`config.mk`:
```
export PLATFORM = sky130hd
export DESIGN_NAME = adc_condition
export DESIGN_NICKNAME = d
export VERILOG_FILES = /design/src/rtl/adc_condition.sv
export SDC_FILE = /design/constraint.sdc
export NUM_CORES = 1
export LEC_CHECK = 0
export BUFFER_PORTS_ARGS = -buffer_cell sky130_fd_sc_hd__buf_4
export CAP_MARGIN = 20
export CORE_UTILIZATION = 46
export CTS_CLUSTER_SIZE = 30
export DETAILED_ROUTE_END_ITERATION = 7
export GPL_ROUTABILITY_DRIVEN = 0
export GPL_TIMING_DRIVEN = 0
export PLACE_DENSITY = 0.67
export SETUP_SLACK_MARGIN = 0.1
export SLEW_MARGIN = 20
export SYNTH_ARGS = -nofsm -noshare
export SYNTH_HDL_FRONTEND = slang
export SYNTH_SLANG_ARGS = --single-unit
export TNS_END_PERCENT = 30
```
`constraint.sdc`:
```
create_clock -name clk -period 4.7 [get_ports clk]
set_input_delay 0.235 -clock clk [delete_from_list [all_inputs] [get_ports clk]]
set_output_delay 0.235 -clock clk [all_outputs]
set_load 0.02 [all_outputs]
```
`src/rtl/adc_condition.sv`:
```
// Multi-channel ADC conditioning: offset-binary to two's complement, saturating offset,
// and power-of-two averaging/decimation with a shared frame counter and sticky overrange flags.
module adc_condition #(
    parameter int BITS         = 14,
    parameter int CHANNELS     = 2,
    parameter int DEC_LOG2_MAX = 4
) (
    input  logic                     clk,
    input  logic                     aresetn,
    input  logic [CHANNELS*BITS-1:0] adc_i,
    input  logic [CHANNELS*BITS-1:0] offset_i,
    input  logic [4:0]               dec_log2_i,
    input  logic                     flag_clr_i,
    output logic [CHANNELS*BITS-1:0] data_o,
    output logic                     valid_o,
    output logic [CHANNELS-1:0]      ovr_o
);
    localparam int AW = BITS + DEC_LOG2_MAX;
    localparam int CW = (DEC_LOG2_MAX > 0) ? DEC_LOG2_MAX : 1;
    localparam logic signed [BITS-1:0] S_MAX = {1'b0, {(BITS-1){1'b1}}};
    localparam logic signed [BITS-1:0] S_MIN = {1'b1, {(BITS-1){1'b0}}};

    logic          pv1_reg;
    logic          pv2_reg;
    logic          valid_reg;
    logic [CW-1:0] cnt_reg;
    logic [4:0]    k_reg;
    logic [4:0]    k_eff;
    logic          frame_end;

    // A new decimation exponent is only accepted at the start of a frame.
    always_comb begin
        k_eff = k_reg;
        if (cnt_reg == '0) begin
            k_eff = (dec_log2_i > 5'(DEC_LOG2_MAX)) ? 5'(DEC_LOG2_MAX) : dec_log2_i;
        end
        frame_end = (cnt_reg == CW'((32'd1 << k_eff) - 32'd1));
    end

    always_ff @(posedge clk or negedge aresetn) begin
        if (!aresetn) begin
            pv1_reg   <= 1'b0;
            pv2_reg   <= 1'b0;
            valid_reg <= 1'b0;
            cnt_reg   <= '0;
            k_reg     <= '0;
        end else begin
            pv1_reg   <= 1'b1;
            pv2_reg   <= pv1_reg;
            valid_reg <= 1'b0;
            if (pv2_reg) begin
                k_reg     <= k_eff;
                valid_reg <= frame_end;
                cnt_reg   <= frame_end ? '0 : cnt_reg + CW'(1);
            end
        end
    end

    assign valid_o = valid_reg;

    for (genvar gi = 0; gi < CHANNELS; gi++) begin : g_ch
        logic        [BITS-1:0] adc;
        logic signed [BITS-1:0] offset;
        logic signed [BITS-1:0] conv_reg;
        logic signed [BITS-1:0] s2_reg;
        logic signed [BITS-1:0] s2_next;
        logic signed [BITS-1:0] data_reg;
        logic signed [BITS-1:0] data_next;
        logic signed [BITS:0]   sum;
        logic signed [AW-1:0]   acc_reg;
        logic signed [AW-1:0]   acc_sum;
        logic                   sat;
        logic                   ovr_event;
        logic                   ovr_reg;

        assign adc    = adc_i[gi*BITS +: BITS];
        assign offset = offset_i[gi*BITS +: BITS];

        always_comb begin
            sum     = (BITS+1)'(conv_reg) + (BITS+1)'(offset);
            sat     = (sum[BITS] != sum[BITS-1]);
            s2_next = sum[BITS-1:0];
            if (sat) begin
                s2_next = sum[BITS] ? S_MIN : S_MAX;
            end
            ovr_event = sat || (conv_reg == S_MIN) || (conv_reg == S_MAX);
            acc_sum   = acc_reg + AW'(s2_reg);
            // Arithmetic shift gives floor rounding for negative averages.
            data_next = BITS'(acc_sum >>> k_eff);
        end

        always_ff @(posedge clk or negedge aresetn) begin
            if (!aresetn) begin
                conv_reg <= '0;
                s2_reg   <= '0;
                acc_reg  <= '0;
                data_reg <= '0;
                ovr_reg  <= 1'b0;
            end else begin
                conv_reg <= {adc[BITS-1], ~adc[BITS-2:0]};
                s2_reg   <= s2_next;
                if (ovr_event) begin
                    ovr_reg <= 1'b1;
                end else if (flag_clr_i) begin
                    ovr_reg <= 1'b0;
                end
                if (pv2_reg) begin
                    if (frame_end) begin
                        data_reg <= data_next;
                        acc_reg  <= '0;
                    end else begin
                        acc_reg  <= acc_sum;
                    end
                end
            end
        end

        assign data_o[gi*BITS +: BITS] = data_reg;
        assign ovr_o[gi]               = ovr_reg;
    end
endmodule

```
==> results of run 1 <==
==> synth_stat cells (23+ instances only) <==
cell,number,area (µm²)
dfrtp_1,134,3350
nand2_1,90,338
nor2_1,89,334
a21oi_1,79,395
ha_1,65,813
inv_1,61,229
o21ai_0,58,290
xnor2_1,33,289
nand3_1,31,155
clkbuf_1,29,109
mux2i_1,27,270
o21a_1,27,203
nor3_1,23,115
==> repair_timing <==
item / 4_1_cts / 5_1_grt
pin swaps: 0 / 1
gates resized for setup: 3 / 12
endpoints found under the setup margin: 57 / 35
hold buffers: 29 / 0
buffers inserted: 0 / 1
hold endpoints to repair: 63 / 0
==> logic make-up after synthesis <==
| kind of cell | after synthesis | synth area share |
|---|---|---|
| muxes | 45 | 0.0568 |
| other | 1 | 0.000390 |
| DFF | 134 | 0.348 |
| adders and majority gates | 69 | 0.0928 |
| and+or+nand+nor | 331 | 0.167 |
| buffers and inverters | 112 | 0.0469 |
| xor gates and xnor gates | 51 | 0.0472 |
| AOI/OAI and AO/OA | 336 | 0.241 |
==> metrics by stage <==
stage          hold WS [ns]  instance area (µm²)  worst slack (ns)  TNS [ns]
3_3_place_gp          0.332                10700            -0.202     -1.75
5_1_grt               0.201                11600             0.169         0
3_5_place_dp          0.129                10700            -0.292     -3.55
2_1_floorplan       -0.0606                 9630             0.859         0
6_report              0.142                11600             0.353         0
4_1_cts               0.144                11600             0.129         0
==> power groups by stage <==
stage	Clock, µW	Sequential, µW	Combinational, µW
6_report	1350	1810	6210
5_1_grt	1420	1860	6770
4_1_cts	1370	1810	6040
3_5_place_dp	0	1820	5970
3_3_place_gp	0	1820	5890
2_1_floorplan	0	1890	4320
==> per-layer routing <==
metal / GRT usage / vias up / wire [µm]
li1: - / 4253 / -
met2: 0.397 / 347 / 11500
met5: 0 / - / 0
met4: 0.0781 / 0 / 517
met3: 0.0384 / 53 / 1630
met1: 0.319 / 4103 / 11500
==> final timing paths <==
check / startpoint / endpoint / cells past startpoint
setup / recovery: cnt_reg[0]$_DFFE_PN0P_ / g_ch[0].data_reg[2]$_DFFE_PN0P_ / 17
hold / removal: dec_log2_i[2] / k_reg[2]$_DFFE_PN0P_ / 3
setup reg to reg: cnt_reg[0]$_DFFE_PN0P_ / g_ch[0].data_reg[2]$_DFFE_PN0P_ / 17
hold reg to reg: pv1_reg$_DFF_PN0_ / pv2_reg$_DFF_PN0_ / 0
max in group asynchronous: aresetn / g_ch[0].ovr_reg$_DFFE_PN0P_ / 3
min in group asynchronous: aresetn / k_reg[2]$_DFFE_PN0P_ / 2
==> cell type report <==
| cell class | count | area [µm²] |
|---|---|---|
| Timing Repair Buffer | 125 | 1040 |
| Sequential cell | 134 | 3350 |
| Tap cell | 270 | 338 |
| Multi-Input combinational cell | 833 | 5860 |
| Clock inverter | 13 | 146 |
| Fill cell | 1808 | 8720 |
| Inverter | 62 | 233 |
| Clock buffer | 19 | 453 |
| Buffer | 49 | 225 |
==> worst max-delay path, stage by stage, from the launching register on <==
cell and delay, ns:
dfrtp_1 0.45, inv_1 0.12, ha_1 0.17, or3b_2 0.54
mux2_2 0.34, clkbuf_2 0.27, buf_2 0.32, nand3_1 0.12
ha_1 0.21, xor2_1 0.23, and4_1 0.24, o21ai_2 0.09
a21oi_4 0.17, nand2_2 0.11, inv_2 0.14, nand2_1 0.19
a311oi_1 0.36, a21oi_1 0.11
==> results.md, run 1 <==
* Commonest non-fill, non-tap cell in the layout: dfrtp_1
* Reg clk slew, reported paths at 0.07 ns
* Final setup vio count at 0
* Asr flop ratio synth at 1.00
* Clk sink count at 134
* Final ANT Viol Nets at 0
* # rows at 52
* Hold Path Class: in -> reg
* Sequential fraction of the synthesis area at 0.348
* RSZ-0062 raised after global routing: no
* Status: finished, final reports clean
* Switching pwr at 4600 µW
* Ys Warns at 0
* Leak Pwr at 0.00518 µW
* Sequential Power Share at 0.193
* Crit. End Element: flop
* Die area at 21500 µm²
* Register-to-register setup slack at 0.35 ns
* Hpwl dp at roughly 19000 µm
* DIE WIDTH at 147 µm
* Cell variety after synth at 87
* Clock latency at the later pin of the worst-skew pair at ~0.42 ns
* Final Max Slew Viols at 0
* Remaining global-route overflow at 0
* Final hold vios at 0
* Logic pwr share at 0.662
* Power after layout at roughly 9400 µW
* Synthesis-to-finish area growth at 21.0%
* Final Non-Filler Cells at 1505
* Vias in the first global route at 8382
* Fin crit period at about 4.3 ns
* Avg Cell Area, Syn at 8.92 µm²
* Worst VDD drop at 347 µV
* Drc violations at 0
* PortBufs at 94
* Int Power at 4770 µW
* CTS buffer count at 17
* DR pass1 iterations at 7
* Maximum fanout along the worst path at 10
* Global-route usage over all layers at 0.240
* PwrDens at just over 800 nW/µm²
* Rel. slew slack at 0.479
* Avg Vias per Cell at 5.82
* Switching Share at 0.491
* Critical path data arrival time at 4.64 ns
* Max-cap viol count at 0
* Die span in y at 147 µm
* Layout cell share with drive strength beyond 1 at 0.165
* Main synth FF type: dfrtp_1
* Fin util at 0.572
* Iteration-0 DRC Markers at ~730
* Post-synth EDFFs at 0
* CTS tree: built
* Yosys reg bits at 134
* Tightest Pin Transition at 0.773 ns
* Crit path kind: reg -> reg
* Initial antenna violation count at 0
* Antenna fix cells at 0
* Commonest non-fill, non-tap cells in the layout: dfrtp_1 (134), buf_4 (97), nand2_1 (90)
* Startpoint Class: flop
* Clock Power Share at 0.144
* Synthesized instance count at ~1100
* H-tree levels at 4
* Fin crit share at 0.925
* Clk_skew at about 0.0086 ns
* Post-Route WL at 25100 µm
* Number of instances in the placed design at 1444
* Ports at 95
* Largest net degree at the start of global routing at 100
* Syn Std Cell Area at 9630 µm²
* CTS root buf: clkbuf_16
* Worst EP required at 4.99 ns
* CTS Buffer Depth at 2
* Max reg flops at 36
* Starting Density at 0.473
* Nets@finish at about 1400
* Core footprint at 20400 µm²
* Number of vias in the routed layout at 8756
* Syn Nets at between 1000 and 1500
* Mean routed wirelength per cell at about 17 µm
* First-pass GRT wire length at 41600 µm
* Fmax at 0.230 GHz
(Power assumes the default switching activity.)
==> run 2, diff against run 1 <==
BUFFER_PORTS_ARGS = -buffer_cell sky130_fd_sc_hd__buf_2   (was -buffer_cell sky130_fd_sc_hd__buf_4)
CORE_ASPECT_RATIO = 0.6   (was default)
==> run 2 against run 1 <==
Compared with the run above: die area hardly changed; worst setup slack better by 0.059 ns; count of clock-buffer cells in the layout is 2 lower; maximum frequency is 1.4% higher; wire length is 8.1% higher.
==> results.md, run 2 (synthesized netlist as in run 1, its figures left out) <==
* Status: finished, final reports clean (unchanged)
* Global-route usage over all layers at 0.266 (was 0.240)
* Leak Pwr at 0.00508 µW (was 0.00518 µW)
* Fmax at 0.233 GHz (was 0.230 GHz)
* # fillers at 1864 (was 1808)
* Nets@finish at 1355 (unchanged)
* Clk_skew at 0.0100 ns (was 0.00865 ns)
* Register Area at 3350 µm² (unchanged)
* Fin crit share at 0.912 (was 0.925)
* Ports at 95 (unchanged)
* Number of vias in the routed layout at 8918 (was 8756)
* DIE WIDTH at 189 µm (was 147 µm)
* Number of instances in the placed design at 1447 (was 1444)
* First-pass GRT wire length at 45000 µm (was 41600 µm)
* PwrDens at 812 nW/µm² (was 805 nW/µm²)
* Crit path kind: reg -> reg (unchanged)
* Die area at 21500 µm² (about the same)
* CTS Buffer Depth at 2 (unchanged)
* Avg Vias per Cell at 5.91 (was 5.82)
* Post-Route WL at 27100 µm (was 25100 µm)
* Commonest non-fill, non-tap cell in the layout: dfrtp_1 (unchanged)
* Max-cap viol count at 0 (unchanged)
* Reg clk slew, reported paths at 0.06 ns (was 0.07 ns)
* Final Instance Area at 11400 µm² (was 11600 µm²)
* Iteration-0 DRC Markers at 839 (was 729)
* Clock latency at the later pin of the worst-skew pair at 0.44 ns (was 0.42 ns)
* Mean routed wirelength per cell at 18.0 µm (was 16.7 µm)
* Hpwl dp at 20900 µm (was 19000 µm)
* Power after layout at 9220 µW (was 9380 µW)
* Die span in y at 114 µm (was 147 µm)
* Final ANT Viol Nets at 0 (unchanged)
* Layout cell share with drive strength beyond 1 at 0.161 (was 0.165)
* # rows at 40 (was 52)
* DR pass1 iterations at 5 (was 7)
* CTS buffer count at 17 (unchanged)
* Fin crit period at 4.29 ns (was 4.35 ns)
* Drc violations at 0 (unchanged)
* Remaining global-route overflow at 0 (unchanged)
* Largest net degree at the start of global routing at 71 (was 100)
* Final hold vios at 0 (unchanged)
* RSZ-0062 raised after global routing: no (unchanged)
* Register-to-register setup slack at 0.41 ns (was 0.35 ns)
* Core footprint at 20300 µm² (was 20400 µm²)
* Rel. slew slack at 0.392 (was 0.479)
* Post-DP Area at 10500 µm² (was 10700 µm²)
* H-tree levels at 4 (unchanged)
* Hold Slack at 0.165 ns (was 0.142 ns)
* Worst EP required at 5.00 ns (was 4.99 ns)
* Clk sink count at 134 (unchanged)
* Antenna fix cells at 0 (unchanged)
* Tightest Pin Transition at 0.906 ns (was 0.773 ns)
* Synthesis-to-finish area growth at 18.0% (was 21.0%)
* Starting Density at 0.475 (was 0.473)
* Final setup vio count at 0 (unchanged)
* Final Max Slew Viols at 0 (unchanged)
* Worst VDD drop at 369 µV (was 347 µV)
* Maximum fanout along the worst path at 10 (unchanged)
* Crit. End Element: flop (unchanged)
* Initial antenna violation count at 1 (was 0)
* Hold Path Class: in -> reg (unchanged)
* CTS tree: built (unchanged)
* Max reg flops at 36 (unchanged)
* Startpoint Class: flop (unchanged)
* Critical path data arrival time at 4.59 ns (was 4.64 ns)
* PortBufs at 94 (unchanged)
* Vias in the first global route at 8624 (was 8382)
* Multi-input gate area at 5830 µm² (was 5860 µm²)
* Final Non-Filler Cells at 1508 (was 1505)
* Commonest non-fill, non-tap cells in the layout: dfrtp_1 (134), buf_2 (109), nand2_1 (90) (was dfrtp_1 (134), buf_4 (97), nand2_1 (90))
* CTS root buf: clkbuf_16 (unchanged)
-- run 2: changes by cell type in the layout (fill, tap and decap cells not counted), moves of 2 or more --
cell      delta
buf_2       +93
buf_4       -93
a221oi_1     +4
a221oi_2     -4
clkbuf_8     -2
clkinv_4     +2
-- run 2: what timing repair did --
action / CTS / global route
setup buffers: 0 / 1
hold buffers: 29 / 0
pin swaps: 0 / 1
setup endpoints to repair: 59 / 33
endpoints found under the hold margin: 97 / 0
gates resized for setup: 2 / 8
-- run 2: cell type report --
cell class | count | share of cell area
Sequential cell | 134 | 0.295
Clock inverter | 15 | 0.0129
Multi-Input combinational cell | 833 | 0.513
Buffer | 49 | 0.0198
Inverter | 62 | 0.0205
Timing Repair Buffer | 125 | 0.0709
Tap cell | 273 | 0.0301
Clock buffer | 17 | 0.0375
-- run 2: path summary, 6_finish.rpt --
kind | cells after the start | from | to
hold / removal | 3 | dec_log2_i[2] | k_reg[2]$_DFFE_PN0P_
max in group asynchronous | 3 | aresetn | g_ch[0].acc_reg[11]$_DFFE_PN0P_
setup / recovery | 19 | cnt_reg[0]$_DFFE_PN0P_ | g_ch[0].data_reg[2]$_DFFE_PN0P_
min in group asynchronous | 2 | aresetn | g_ch[1].s2_reg[11]$_DFF_PN0_
setup reg to reg | 19 | cnt_reg[0]$_DFFE_PN0P_ | g_ch[0].data_reg[2]$_DFFE_PN0P_
hold reg to reg | 0 | pv1_reg$_DFF_PN0_ | pv2_reg$_DFF_PN0_
-- run 2: metrics by stage --
step,util,setup TNS [ns],setup WS [ns]
floorplan,-,0,0.859
global placement,0.515,-2.26,-0.221
detailed placement,0.517,-4.30,-0.251
CTS,0.559,0,0.204
global route,0.560,0,0.196
finish,0.560,0,0.412
-- run 2: routing by layer --
metal | up-vias | part of all wire | GRT usage
met5 | - | 0.00037 | 0
met4 | 2 | 0.0089 | 0.0634
met3 | 29 | 0.089 | 0.0708
met2 | 379 | 0.40 | 0.373
met1 | 4250 | 0.50 | 0.402
li1 | 4258 | - | -
-- run 2: report_power, final --
part / switching, µW / internal [µW] / total (µW)
sequential: 264 / 1550 / 1810
clock: 576 / 739 / 1320
combinational: 3770 / 2320 / 6090
-- run 2: worst max-delay path, cell delays in order (launching register included) --
cell and delay (ns):
dfrtp_1 0.43, inv_1 0.11, ha_1 0.17, nor3b_1 0.22, buf_2 0.28, mux2_2 0.20, buf_2 0.25, clkbuf_4 0.29
buf_2 0.26, nand3_1 0.11, ha_1 0.20, xor2_1 0.21, and4_1 0.23, o21ai_2 0.09, a21oi_4 0.20, nand2_2 0.11
inv_2 0.15, nand2_1 0.17, a311oi_1 0.35, a21oi_1 0.12
==> run 3, diff against run 2 <==
clock period = 4 ns   (was 4.7 ns; I/O delays follow)
==> run 3 against run 2 <==
Compared with the run above: non-clock buffer count up 3; cell area increased by 1.4%; sequential power is 18% higher; die area is the same; total power up 20%; hold slack got worse by 0.038 ns; critical endpoint is now g_ch[1].acc_reg[11]$_DFFE_PN0P_; largest cell class unchanged.
==> results.md, run 3 (synthesized netlist as in run 1, its figures left out) <==
* Register Area at 3350 µm² (about the same)
* Final hold vios at 0 (unchanged)
* R2r endpoint: g_ch[1].acc_reg[11]$_DFFE_PN0P_ (was g_ch[0].data_reg[2]$_DFFE_PN0P_)
* Crit path kind: reg -> reg (unchanged)
* Maximum fanout along the worst path at 10 (unchanged)
* Antenna fix cells at 0 (unchanged)
* Fmax at 0.262 GHz (was 0.233 GHz)
* Largest net degree at the start of global routing at 71 (unchanged)
* Vias in the first global route at 8643 (was 8624)
* First-pass GRT wire length at 45100 µm (was 45000 µm)
* Synthesis-to-finish area growth at 19.6% (was 18.0%)
* Startpoint Class: flop (unchanged)
* CTS buffer count at 17 (unchanged)
* Final ANT Viol Nets at 0 (unchanged)
* Final Non-Filler Cells at 1511 (was 1508)
* Avg Vias per Cell at 5.90 (was 5.91)
* Starting Density at 0.475 (unchanged)
* CTS root buf: clkbuf_16 (unchanged)
* Commonest non-fill, non-tap cells in the layout: dfrtp_1 (133), buf_2 (102), nand2_1 (89) (was dfrtp_1 (134), buf_2 (109), nand2_1 (90))
* Reg2Reg Depth at 17 (was 19)
* Final setup vio count at 0 (unchanged)
* DR pass1 iterations at 5 (unchanged)
* Final Max Slew Viols at 0 (unchanged)
* Number of instances in the placed design at 1447 (unchanged)
* Hold Slack at 0.127 ns (was 0.165 ns)
* Layout cell share with drive strength beyond 1 at 0.177 (was 0.161)
* RSZ-0062 raised after global routing: yes (was no)
* Hold Path Class: in -> reg (unchanged)
* Worst setup startpoint: cnt_reg[0]$_DFFE_PN0P_ (unchanged)
* Critical Path End: g_ch[1].acc_reg[11]$_DFFE_PN0P_ (was g_ch[0].data_reg[2]$_DFFE_PN0P_)
* Iteration-0 DRC Markers at 807 (was 839)
* Tightest Pin Transition at 1.02 ns (was 0.906 ns)
* Rel. slew slack at 0.312 (was 0.392)
* CTS Buffer Depth at 2 (unchanged)
* Clk sink count at 134 (unchanged)
* Status: finished, final reports clean (unchanged)
* Worst EP required at 4.30 ns (was 5.00 ns)
* Register-to-register setup slack at 0.19 ns (was 0.41 ns)
* Clk_skew at 0.00887 ns (was 0.0100 ns)
* Leak Pwr at 0.00514 µW (was 0.00508 µW)
* Drc violations at 0 (unchanged)
* # rows at 40 (unchanged)
* Mean routed wirelength per cell at 18.2 µm (was 18.0 µm)
* Remaining global-route overflow at 0 (unchanged)
* Max-cap viol count at 0 (unchanged)
* Critical path data arrival time at 4.12 ns (was 4.59 ns)
* Commonest non-fill, non-tap cell in the layout: dfrtp_1 (unchanged)
* Max reg flops at 36 (unchanged)
* PwrDens at 958 nW/µm² (was 812 nW/µm²)
* Fin util at 0.568 (was 0.560)
* Nets@finish at 1358 (was 1355)
* Ports at 95 (unchanged)
* Initial antenna violation count at 1 (unchanged)
* Core footprint at 20300 µm² (unchanged)
* Crit. End Element: flop (unchanged)
* Post-Route WL at 27500 µm (was 27100 µm)
* Placement Setup Slack at -0.951 ns (was -0.251 ns)
* Number of vias in the routed layout at 8912 (was 8918)
* Die span in y at 114 µm (unchanged)
* Fin crit period at 3.81 ns (was 4.29 ns)
* CTS tree: built (unchanged)
* Final setup margin at 0.187 ns (was 0.412 ns)
* Critical R2R Launch: cnt_reg[0]$_DFFE_PN0P_ (unchanged)
* Setup tns final at 0 ns (unchanged)
* Reg clk slew, reported paths at 0.06 ns (about the same)
* DIE WIDTH at 189 µm (unchanged)
* Global-route usage over all layers at 0.267 (was 0.266)
* Hpwl dp at 20900 µm (unchanged)
* Worst VDD drop at 438 µV (was 369 µV)
* # fillers at 1854 (was 1864)
* H-tree levels at 4 (unchanged)
* Die area at 21500 µm² (unchanged)
* Fin crit share at 0.953 (was 0.912)
* Clock latency at the later pin of the worst-skew pair at 0.44 ns (about the same)
* PortBufs at 94 (unchanged)
* Multi-input gate area at 5910 µm² (was 5830 µm²)
==> run 3: cell types whose count changed in the layout (fill, tap and decap cells not counted), moves of 2 or more <==
cell	before	now
buf_2	109	102
a211oi_1	19	17
a221oi_2	1	5
nand2_4	0	2
buf_6	0	4
a221oi_1	8	4
a211oi_2	1	3
buf_4	4	12
==> run 3: final cells by class <==
class | count | share of cell area
inverter | 62 | 0.0206
multi-input combinational | 833 | 0.514
buffer | 49 | 0.0229
clock inverter | 15 | 0.0127
timing repair buffer | 128 | 0.0719
sequential | 134 | 0.291
tap | 273 | 0.0297
clock buffer | 17 | 0.0370
==> run 3: critical path: stages, from the launching register on <==
cell and delay [ns]:
dfrtp_2 0.44, inv_2 0.07, ha_1 0.16, nor3b_2 0.19, buf_4 0.18, mux2_2 0.36, buf_4 0.19, buf_6 0.16
buf_4 0.18, nand3_1 0.09, ha_1 0.16, xor2_1 0.20, and4_1 0.24, o21ai_2 0.09, a21oi_4 0.19, buf_4 0.21
clkbuf_1 0.42, o2bb2ai_1 0.15
==> run 3: how the worst min path moves through the flow <==
stage / from / end / slack [ns] / cells after the start
after global placement: adc_i[13] / g_ch[0].conv_reg[13]$_DFF_PN0_ / 0.31 / 1
after global routing: dec_log2_i[2] / k_reg[2]$_DFFE_PN0P_ / 0.13 / 3
after floorplan: aresetn / cnt_reg[0]$_DFFE_PN0P_ / -0.1 / 0
final: offset_i[0] / g_ch[0].s2_reg[0]$_DFF_PN0_ / 0.13 / 3
after detailed placement: aresetn / g_ch[1].s2_reg[11]$_DFF_PN0_ / 0.21 / 1
after CTS: dec_log2_i[2] / k_reg[2]$_DFFE_PN0P_ / 0.11 / 3
==> run 3: power by group <==
part	total (µW)	internal [µW]	switching, µW
combinational	7350	2800	4550
sequential	2130	1820	310
clock	1550	868	677
total	11000	5490	5530
==> run 3: through the flow <==
step / cell area [µm²] / power [µW]
finish: 11500 / 11000
global route: 11500 / 11800
CTS: 11400 / 10800
detailed placement: 10500 / 9060
global placement: 10400 / 8920
floorplan: 9630 / 7300
==> run 3: repair_timing <==
item                       4_1_cts  5_1_grt
hold buffers                    29        0
resized for setup               21       27
hold endpoints to repair        97        0
pin swaps                        1        4
setup endpoints to repair       69       57
setup buffers                    3        1
==> run 3: metal layers <==
metal	routed length [µm]	global-route usage
met3	2560	0.0659
met1	13600	0.404
met5	10	0
met4	272	0.0656
met2	11100	0.376
